$ cat config.mk
export PLATFORM = sky130hd
export DESIGN_NAME = bastim_cap_ch
export DESIGN_NICKNAME = d
export VERILOG_FILES = /design/src/rtl/bastim_cap_ch.sv
export SDC_FILE = /design/constraint.sdc
export NUM_CORES = 1
export LEC_CHECK = 0
export ABC_AREA = 0
export CORE_MARGIN = 3
export CORE_UTILIZATION = 50
export CTS_CLUSTER_DIAMETER = 200
export DETAILED_ROUTE_END_ITERATION = 6
export PLACE_DENSITY = 0.73
export SYNTH_ARGS = -nofsm -noshare
export SYNTH_HDL_FRONTEND = slang
export SYNTH_SLANG_ARGS = --single-unit
$ cat constraint.sdc
create_clock -name ch_clk -period 3.1 [get_ports ch_clk]
set_clock_uncertainty 0.05 [all_clocks]
set_input_delay 0.62 -clock ch_clk [delete_from_list [all_inputs] [get_ports ch_clk]]
set_output_delay 0.62 -clock ch_clk [all_outputs]
set_load 0.1 [all_outputs]
$ cat src/rtl/bastim_cap_ch.sv
// bastim_cap_ch - input-capture channel for the basic timer.
// Synchronizes and glitch-filters an external input, measures the number of
// prescaled ticks between consecutive selected edges and presents each
// measurement through a capture register with a pending/ack handshake.
//
// Ports:
//   ch_clk, ch_rstn            clock, async active-low reset
//   ch_cap_enable              channel enable (level)
//   ch_cap_in                  external asynchronous input
//   ch_cap_ack                 one-cycle pulse, consumes the pending capture
//   r_psc                      prescaler (0 behaves as 1)
//   r_edge_sel                 00 rising, 01 falling, 1x both
//   r_filter                   filter depth (r_filter+1 equal samples)
//   cap_value                  last captured tick count
//   cap_pending                capture not yet acknowledged
//   int_status_ch_capture      pulse per capture
//   int_status_ch_overflow     pulse on counter saturation
//   int_status_ch_overcapture  pulse when a pending capture is overwritten
//
// state  | meaning
// S_IDLE | channel disabled, counters cleared
// S_ARM  | waiting for the first selected edge; no capture on it
// S_MEAS | counting ticks; each selected edge captures and restarts
module bastim_cap_ch #(
    parameter int CNT_W       = 16,
    parameter int SYNC_STAGES = 2
) (
    input  logic             ch_clk,
    input  logic             ch_rstn,
    input  logic             ch_cap_enable,
    input  logic             ch_cap_in,
    input  logic             ch_cap_ack,
    input  logic [15:0]      r_psc,
    input  logic [1:0]       r_edge_sel,
    input  logic [3:0]       r_filter,
    output logic [CNT_W-1:0] cap_value,
    output logic             cap_pending,
    output logic             int_status_ch_capture,
    output logic             int_status_ch_overflow,
    output logic             int_status_ch_overcapture
);

    typedef enum logic [1:0] {S_IDLE, S_ARM, S_MEAS} state_t;

    state_t                 state_q, state_d;
    logic [SYNC_STAGES-1:0] sync_q;
    logic                   sync_in;
    logic                   flt, flt_d;
    logic [3:0]             flt_cnt;
    logic                   rise, fall, edge_evt;
    logic [15:0]            psc_cnt, psc_eff;
    logic                   tick;
    logic [CNT_W-1:0]       cnt, cap_next;
    logic                   cnt_max;
    logic                   do_cap, do_ovf, clr_cnt, run_cnt;

    assign sync_in = sync_q[SYNC_STAGES-1];

    // Synchronizer and filter run regardless of enable so that enabling
    // never sees a stale level and a false edge.
    always_ff @(posedge ch_clk or negedge ch_rstn) begin
        if (!ch_rstn) begin
            sync_q  <= '0;
            flt     <= 1'b0;
            flt_d   <= 1'b0;
            flt_cnt <= 4'd0;
        end else begin
            sync_q <= {sync_q[SYNC_STAGES-2:0], ch_cap_in};
            flt_d  <= flt;
            if (sync_in == flt) begin
                flt_cnt <= 4'd0;
            end else if (flt_cnt >= r_filter) begin
                // >= keeps the filter sane if r_filter shrinks mid-count
                flt     <= sync_in;
                flt_cnt <= 4'd0;
            end else begin
                flt_cnt <= flt_cnt + 4'd1;
            end
        end
    end

    assign rise     = flt & ~flt_d;
    assign fall     = ~flt & flt_d;
    assign edge_evt = r_edge_sel[1] ? (rise | fall) :
                      r_edge_sel[0] ? fall : rise;

    assign psc_eff  = (r_psc == 16'd0) ? 16'd1 : r_psc;
    assign tick     = (state_q == S_MEAS) && (psc_cnt >= psc_eff - 16'd1);
    assign cnt_max  = &cnt;
    // Edge coincident with a tick includes the tick; saturates at all-ones.
    assign cap_next = (tick && !cnt_max) ? cnt + CNT_W'(1) : cnt;

    always_comb begin
        state_d = state_q;
        do_cap  = 1'b0;
        do_ovf  = 1'b0;
        clr_cnt = 1'b0;
        run_cnt = 1'b0;
        if (!ch_cap_enable) begin
            state_d = S_IDLE;
            clr_cnt = 1'b1;
        end else begin
            case (state_q)
                S_IDLE: state_d = S_ARM;
                S_ARM: begin
                    if (edge_evt) begin
                        state_d = S_MEAS;
                        clr_cnt = 1'b1;
                    end
                end
                S_MEAS: begin
                    if (edge_evt) begin
                        do_cap  = 1'b1;
                        clr_cnt = 1'b1;
                    end else if (tick && cnt_max) begin
                        do_ovf  = 1'b1;
                        clr_cnt = 1'b1;
                        state_d = S_ARM;
                    end else begin
                        run_cnt = 1'b1;
                    end
                end
                default: state_d = S_IDLE;
            endcase
        end
    end

    always_ff @(posedge ch_clk or negedge ch_rstn) begin
        if (!ch_rstn) begin
            state_q <= S_IDLE;
        end else begin
            state_q <= state_d;
        end
    end

    always_ff @(posedge ch_clk or negedge ch_rstn) begin
        if (!ch_rstn) begin
            psc_cnt <= 16'd0;
            cnt     <= '0;
        end else if (clr_cnt) begin
            psc_cnt <= 16'd0;
            cnt     <= '0;
        end else if (run_cnt) begin
            psc_cnt <= tick ? 16'd0 : psc_cnt + 16'd1;
            if (tick) begin
                cnt <= cnt + CNT_W'(1);
            end
        end
    end

    always_ff @(posedge ch_clk or negedge ch_rstn) begin
        if (!ch_rstn) begin
            cap_value                 <= '0;
            cap_pending               <= 1'b0;
            int_status_ch_capture     <= 1'b0;
            int_status_ch_overflow    <= 1'b0;
            int_status_ch_overcapture <= 1'b0;
        end else begin
            if (do_cap) begin
                cap_value <= cap_next;
            end
            if (do_cap) begin
                cap_pending <= 1'b1;
            end else if (ch_cap_ack) begin
                cap_pending <= 1'b0;
            end
            int_status_ch_capture     <= do_cap;
            int_status_ch_overflow    <= do_ovf;
            // A same-cycle ack consumes the old value, so no overcapture.
            int_status_ch_overcapture <= do_cap & cap_pending & ~ch_cap_ack;
        end
    end

endmodule

==> results of run 1 <==
per-layer routing:
layer,global-route usage,vias up,share of wire
met3,0.05418,42,0.069
met4,0.09615,0,0.041
met1,0.3313,1884,0.40
met2,0.4316,209,0.49
met5,0,-,0
li1,-,1812,-
worst max-delay path by stage:
stage                         end     start
detailed placement         cnt[6]  r_psc[4]
CTS                       cnt[11]  r_psc[6]
global route               cnt[6]  r_psc[6]
global placement          cnt[11]  r_psc[4]
floorplan                 cnt[12]  r_psc[4]
finish              cap_value[11]  r_psc[6]
layout make-up:
type,instances,area [sq um],share of cell area
tap,99,123.9,0.02165
clock buffer,10,127.6,0.02230
timing repair buffer,125,1129,0.1972
multi-input combinational,341,2629,0.4594
sequential,62,1551,0.2712
inverter,20,75.07,0.01312
clock inverter,6,86.33,0.01509
power groups by stage:
stage	sequential (W)	clock (W)	combinational (W)
after floorplan	0.00109	0	0.000423
after global routing	0.000938	0.000847	0.00118
after CTS	0.000928	0.000793	0.000990
after detailed placement	0.000943	0	0.000879
after global placement	0.000938	0	0.000860
final	0.000927	0.000793	0.00111
synth_stat cells (2+ instances only):
library cell | instances | area [sq um]
or2_2 | 2 | 12.51
and2_1 | 4 | 25.02
nand3_1 | 20 | 100.1
and4_1 | 3 | 26.28
clkbuf_1 | 10 | 37.54
ha_1 | 29 | 362.9
nand2_1 | 52 | 195.2
xnor2_1 | 21 | 183.9
buf_2 | 4 | 20.02
and3_1 | 7 | 43.79
xor2_1 | 16 | 140.1
nor4_1 | 9 | 56.30
o21a_1 | 4 | 30.03
dfrtp_1 | 62 | 1551
mux2_2 | 3 | 33.78
nand4_1 | 11 | 68.82
inv_1 | 20 | 75.07
o21ai_1 | 2 | 10.01
a311oi_1 | 2 | 17.52
a22o_1 | 3 | 26.28
a21oi_1 | 18 | 90.09
nor3_2 | 2 | 20.02
or3_1 | 9 | 56.30
mux2i_1 | 7 | 70.07
nor3_1 | 19 | 95.09
nor2_1 | 35 | 131.4
o21ai_0 | 26 | 130.1
a31oi_1 | 3 | 18.77
nor3b_1 | 3 | 22.52
nand2b_1 | 4 | 25.02
buf_6 | 2 | 22.52
a221o_1 | 2 | 20.02
a21o_1 | 6 | 45.04
logic make-up after synthesis:
kind of cell / count (synthesis)
compound gates: 76
buf+inv: 36
fa+ha+maj: 29
xor+xnor: 37
simple gates: 188
flops: 62
mux: 10
metrics by stage:
| stage | setup WS [ns] | cells |
|---|---|---|
| 6_report | -1.439 | 663 |
| 2_1_floorplan | -1.616 | 438 |
| 4_1_cts | -1.298 | 656 |
| 3_5_place_dp | -2.155 | 619 |
| 5_1_grt | -1.532 | 663 |
| 3_3_place_gp | -1.978 | 619 |
sequential cells by signal, summed over array words and instances, names as in the netlist:
register,flops
int_status_ch_capture,1
cap_pending,1
int_status_ch_overflow,1
sync_q,2
flt_cnt,4
cnt,16
state_q,2
cap_value,16
flt_d,1
psc_cnt,16
flt,1
int_status_ch_overcapture,1
worst register-to-register path: stages (launching register included):
cell and delay (ns):
dfrtp_1 0.50, ha_1 0.28, nand3_1 0.25, nor3_1 0.38, nand2_1 0.48, o41a_1 0.55, xnor2_1 0.15, and2_1 0.15
timing repair:
item | in CTS | in global routing
gates resized for setup | 61 | 56
buffers inserted | 18 | 10
pin swaps | 27 | 18
gates cloned | 3 | 1
setup endpoints to repair | 51 | 51
==> metrics.md, run 1 <==
| Metric | Value |
|---|---|
| Worst Setup End Kind | register |
| Worst path bufs/invs | 3 |
| Share of cells above drive strength 1 | 0.3351 |
| Initial Utilization | 0.5304 |
| Fin. Hold Viols | 0 |
| Psw | 0.001037 W |
| Cell family with most CP delay | simple AND/OR/NAND/NOR gates |
| CTS H-tree lvls | 3 |
| IR drop worst, VDD | approximately 0.26 mV |
| Switching share of power | 0.3665 |
| Detail Placement HPWL | 7093 um |
| Xor and xnor area share after synthesis | 0.08204 |
| CP arrival | 4.74 ns |
| Post-Route Utilization | 0.7683 |
| Pwr Total | 0.002831 W |
| Rows | 31 |
| Synth Area in Simple Gates | 0.2436 |
| DR vias | 3947 |
| Worst skew pair latency | 0.34 ns |
| Initial antenna violation count | 0 |
| Async set-reset flop share out of synthesis | 1.000 |
| Cell count after synthesis | 438 |
| Avg Inst Size Synth | 9.018 sq um |
| Vias per cell | 5.953 |
| Leakage | 2.528 nW |
| Clock sinks | 62 |
| Post-Route WL | 12210 um |
| Hold Crit Class | in2async |
| Final Slew Violations | 0 |
| Failing checks | setup timing |
| I/O pins | 47 |
| Max_slew headroom | 0.4747 |
| Commonest non-fill, non-tap cell in the layout | buf_4 |
| Drt first-iter violations | 329 |
| Max incr delay on CP | about 0.5 ns |
| Vias in the first global route | about 3800 |
| Crit-path max FO | 5 |
| R2R Path Start | cnt[0] |
| Netlist cell types | 51 |
| Power Density | a little under 500 nW/um^2 |
| RSZ-0062 raised after global routing | yes |
| Fmax | roughly 220 MHz |
| Final period util | 1.464 |
| Most frequent cells in the layout | buf_4, dfrtp_1, nand2_1, ha_1, nor2_1 |
| RR Endpoint | state_q[0] |
| Post-cts hold buffer count | 0 |
| Critical Path Start Type | input port |
| Fill cell count | slightly below 500 |
| Worst Reg-to-Reg Cells | 7 |
| Worst-margin pin slew | 0.7879 ns |
| Clock power frac | 0.280 |
| Crit path depth | 21 |
| Fraction of the mapped netlist area in adder cells | 0.09186 |
| Synth Area in Compound Gates | 0.1242 |
| Port Buf Inserts | 46 |
| Die height | 94.88 um |
| Clock Path Buffers | 2 |
| Final ANT Viol Nets | 0 |
| R2r setup slk | between 0.2 and 0.25 ns |
| Die area | 9002 sq um |
| Routability cong. | 0.8815 |
| Post-synthesis mux area share | 0.02629 |
| P_int | about 0.0018 W |
| Post-route setup TNS | -66.66 ns |
| Worst hold-check slack | 0.2999 ns |
| WS Path Type | in2reg |
| Max-cap violation count | 0 |
| Layout area overhead | 44.85% |
| Ys Warns | 0 |
| Diodes inserted | 0 |
| CP max stage cell | or4b_4 |
| Number of synthesized register bits | 62 |
| Post-synth EDFFs | 0 |
| DRT Pass-1 Iters | 5 |
| Main combinational cell family by area after synthesis | simple AND/OR/NAND/NOR gates |
| WP data required | between 3 and 4 ns |
| Clock slew at reported path FFs | 0.09 ns |
| Die W | 94.88 um |
| Top FF cell, synth | dfrtp_1 |
| Sequential Power Share | 0.327 |
| Avg WL per Cell | 18.41 um |
| DR DRC count | 0 |
| Root Buffer | clkbuf_8 |
| Largest net degree at the start of global routing | 33 |
| All-Layer GR Usage | 0.2592 |
| Final min period | 4.539 ns |
| Seq/Total Area, Yosys | 0.3928 |
| Core Box Area | 7447 sq um |
| Dpl cell area | 4852 sq um |
| Final setup fails | 51 |
| First-pass GRT wire length | 18130 um |
| CP cell instances | buf_6 > or3_4 > or3_4 > nor4_4 > nand2b_1 > nor2_2 > a21oi_2 > ha_2 > nand2_4 > nor3_2 > xnor2_1 > ha_1 > nand2_2 > nor3_2 > or4b_4 > buf_6 > a31oi_4 > buf_6 > nand2_8 > or3_4 > a31oi_1 |
| CTS tree | done |
| Nets | 615 |
| Outcome | finished with violations |
| Total CTS buffers | 9 |
| Design area | 5722 sq um |
| Cell Area, Synth | slightly below 4000 sq um |
| Combinational share of power | 0.393 |
| Mapped Nets | 494 |
| Overflow after GRT | 0 |
| Worst setup margin | -1.439 ns |
(Power assumes the default switching activity.)
==> run 2, diff against run 1 <==
CORE_MARGIN = 5   (was 3)
==> metrics.md, run 2 (synthesized netlist as in run 1, its figures left out) <==
| Metric | Value |
|---|---|
| Placed cells | 627 |
| Leakage | roughly 2.5 nW |
| Pre-CTS WS | -2.190 ns |
| CP cell instances | buf_6 > or3_4 > or3_4 > nor4_4 > nand2b_1 > nor2_2 > a21oi_2 > ha_2 > nand2_4 > buf_6 > nor3_1 > xnor2_1 > ha_1 > nand4_1 > or4b_4 > and3_4 > or3_4 > or3_1 > o21ai_1 |
| Max_slew headroom | 0.5010 |
| Nets | 619 |
| Worst-margin pin slew | 0.7485 ns |
| DRT Pass-1 Iters | 7 |
| CP arrival | 4.78 ns |
| Final ANT Viol Nets | 0 |
| Switching share of power | 0.3697 |
| Root Buffer | clkbuf_8 |
| Final Slew Violations | 0 |
| Fin. Hold Viols | 0 |
| Total CTS buffers | 9 |
| WP data required | 3.31 ns |
| Post-cts hold buffer count | 0 |
| Core Box Area | 7727 sq um |
| Clock slew at reported path FFs | roughly 0.07 ns |
| Clock power frac | 0.263 |
| Vias in the first global route | 3714 |
| Die height | 98.88 um |
| Detail Placement HPWL | 7152 um |
| Max incr delay on CP | 0.55 ns |
| Rows | 32 |
| Combinational share of power | 0.392 |
| Diodes inserted | 0 |
| Crit path top cell by count | or3_4 |
| Worst Setup End Kind | register |
| Worst setup margin | -1.467 ns |
| Post-Route WL | approximately 11000 um |
| First-pass GRT wire length | between 15000 and 20000 um |
| RSZ-0062 raised after global routing | yes |
| Max-cap violation count | 0 |
| Routability cong. | 0.8418 |
| Layout area overhead | 43.11% |
| Share of cells above drive strength 1 | 0.3210 |
| Final period util | 1.473 |
| CTS H-tree lvls | 3 |
| All-Layer GR Usage | 0.2167 |
| Final setup fails | 51 |
| Overflow after GRT | 0 |
| IR drop worst, VDD | 0.2235 mV |
| Power Density | 474.6 nW/um^2 |
| Largest net degree at the start of global routing | 33 |
| WS Path Type | in2reg |
| DR DRC count | 2 |
| Initial antenna violation count | 0 |
| Fin cells | approximately 670 |
| Crit-path max FO | 8 |
| Psw | ~0.001 W |
| Critical Path Start Type | input port |
| Hold Crit Class | in2async |
| Avg WL per Cell | 16.34 um |
| Clock sinks | 62 |
| CTS tree | done |
| Port Buf Inserts | 46 |
| Drt first-iter violations | about 240 |
| Initial Utilization | 0.5112 |
| Failing checks | DRC, setup timing |
| Die area | ~9800 sq um |
| I/O pins | 47 |
| CP max stage cell | or4b_4 |
| Most frequent cells in the layout | buf_4, dfrtp_1, nand2_1, nor2_1, ha_1 |
| Worst skew pair latency | 0.34 ns |
| Clock Path Buffers | 2 |
| Fill cell count | 569 |
| DR vias | 3785 |
| Outcome | finished with violations |
| Sequential Power Share | 0.345 |
| P_int | 0.001691 W |
| Final min period | 4.567 ns |
| Die W | 98.88 um |
| Worst hold-check slack | 0.2973 ns |
| Fmax | about 220 MHz |
| Commonest non-fill, non-tap cell in the layout | buf_4 |
| Vias per cell | 5.658 |
| Registers with the most flip-flops | cap_value: 16 flops, cnt: 16 flops, psc_cnt: 16 flops |
[run 2: cell types whose count changed in the layout (fill, tap and decap cells not counted), sizes merged]
cell      previous run  this run
buf                102       107
clkinv               3         0
bufinv               2         1
clkbuf              11        12
clkinvlp             1         2
[run 2: timing repair]
item,in CTS,in global routing
setup endpoints to repair,51,51
gates resized for setup,54,35
pin swaps,29,39
cloned,1,0
setup buffers,18,12
[run 2: cell type report]
class | instances | area [sq um] | share of cell area
Clock buffer | 12 | 145.1 | 0.02568
Clock inverter | 3 | 45.04 | 0.007968
Inverter | 20 | 75.07 | 0.01328
Multi-Input combinational cell | 341 | 2609 | 0.4615
Sequential cell | 62 | 1551 | 0.2745
Tap cell | 102 | 127.6 | 0.02258
Timing Repair Buffer | 129 | 1100 | 0.1946
[run 2: power by group through the flow]
stage	Clock (W)	Sequential, W	Combinational [W]
6_report	0.000706	0.000925	0.00105
5_1_grt	0.000756	0.000936	0.00114
4_1_cts	0.000715	0.000927	0.000977
3_5_place_dp	0	0.000942	0.000894
3_3_place_gp	0	0.000939	0.000869
2_1_floorplan	0	0.00109	0.000423
[run 2: path summary, 6_finish.rpt]
check,from,end,slack [ns],cells after the start
setup / recovery,r_psc[5],cnt[5],-1.47,19
hold / removal,ch_rstn,flt_cnt[0],0.30,1
setup reg to reg,psc_cnt[13],cnt[3],0.26,11
hold reg to reg,sync_q[0],sync_q[1],0.30,0
max in group asynchronous,ch_rstn,cnt[5],2.07,2
min in group ch_clk,sync_q[0],sync_q[1],0.30,0
[run 2: per-stage QoR]
stage	setup TNS [ns]	area [sq um]	total power, W	utilization
floorplan	-73.54	4015	0.001517	-
detailed placement	-103.23	4906	0.001836	0.6349
CTS	-58.26	5414	0.002619	0.7006
global placement	-93.77	4906	0.001809	0.6349
finish	-68.39	5653	0.002683	0.7315
global route	-76.56	5653	0.002828	0.7315
[run 2: routing by layer]
metal | vias up | wire, um | track usage
li1 | 1820 | - | -
met3 | 27 | 671 | 0.04388
met1 | 1794 | 4567 | 0.2780
met4 | 0 | 287 | 0.06723
met2 | 144 | 5407 | 0.3673
met5 | - | 0 | 0
[run 2: worst max-delay path, delay by kind of cell]
kind	cells	cell delay, ns
simple gates	12	3.11
xor+xnor	1	0.14
compound gates	2	0.17
fa+ha+maj	2	0.52
buf+inv	2	0.20
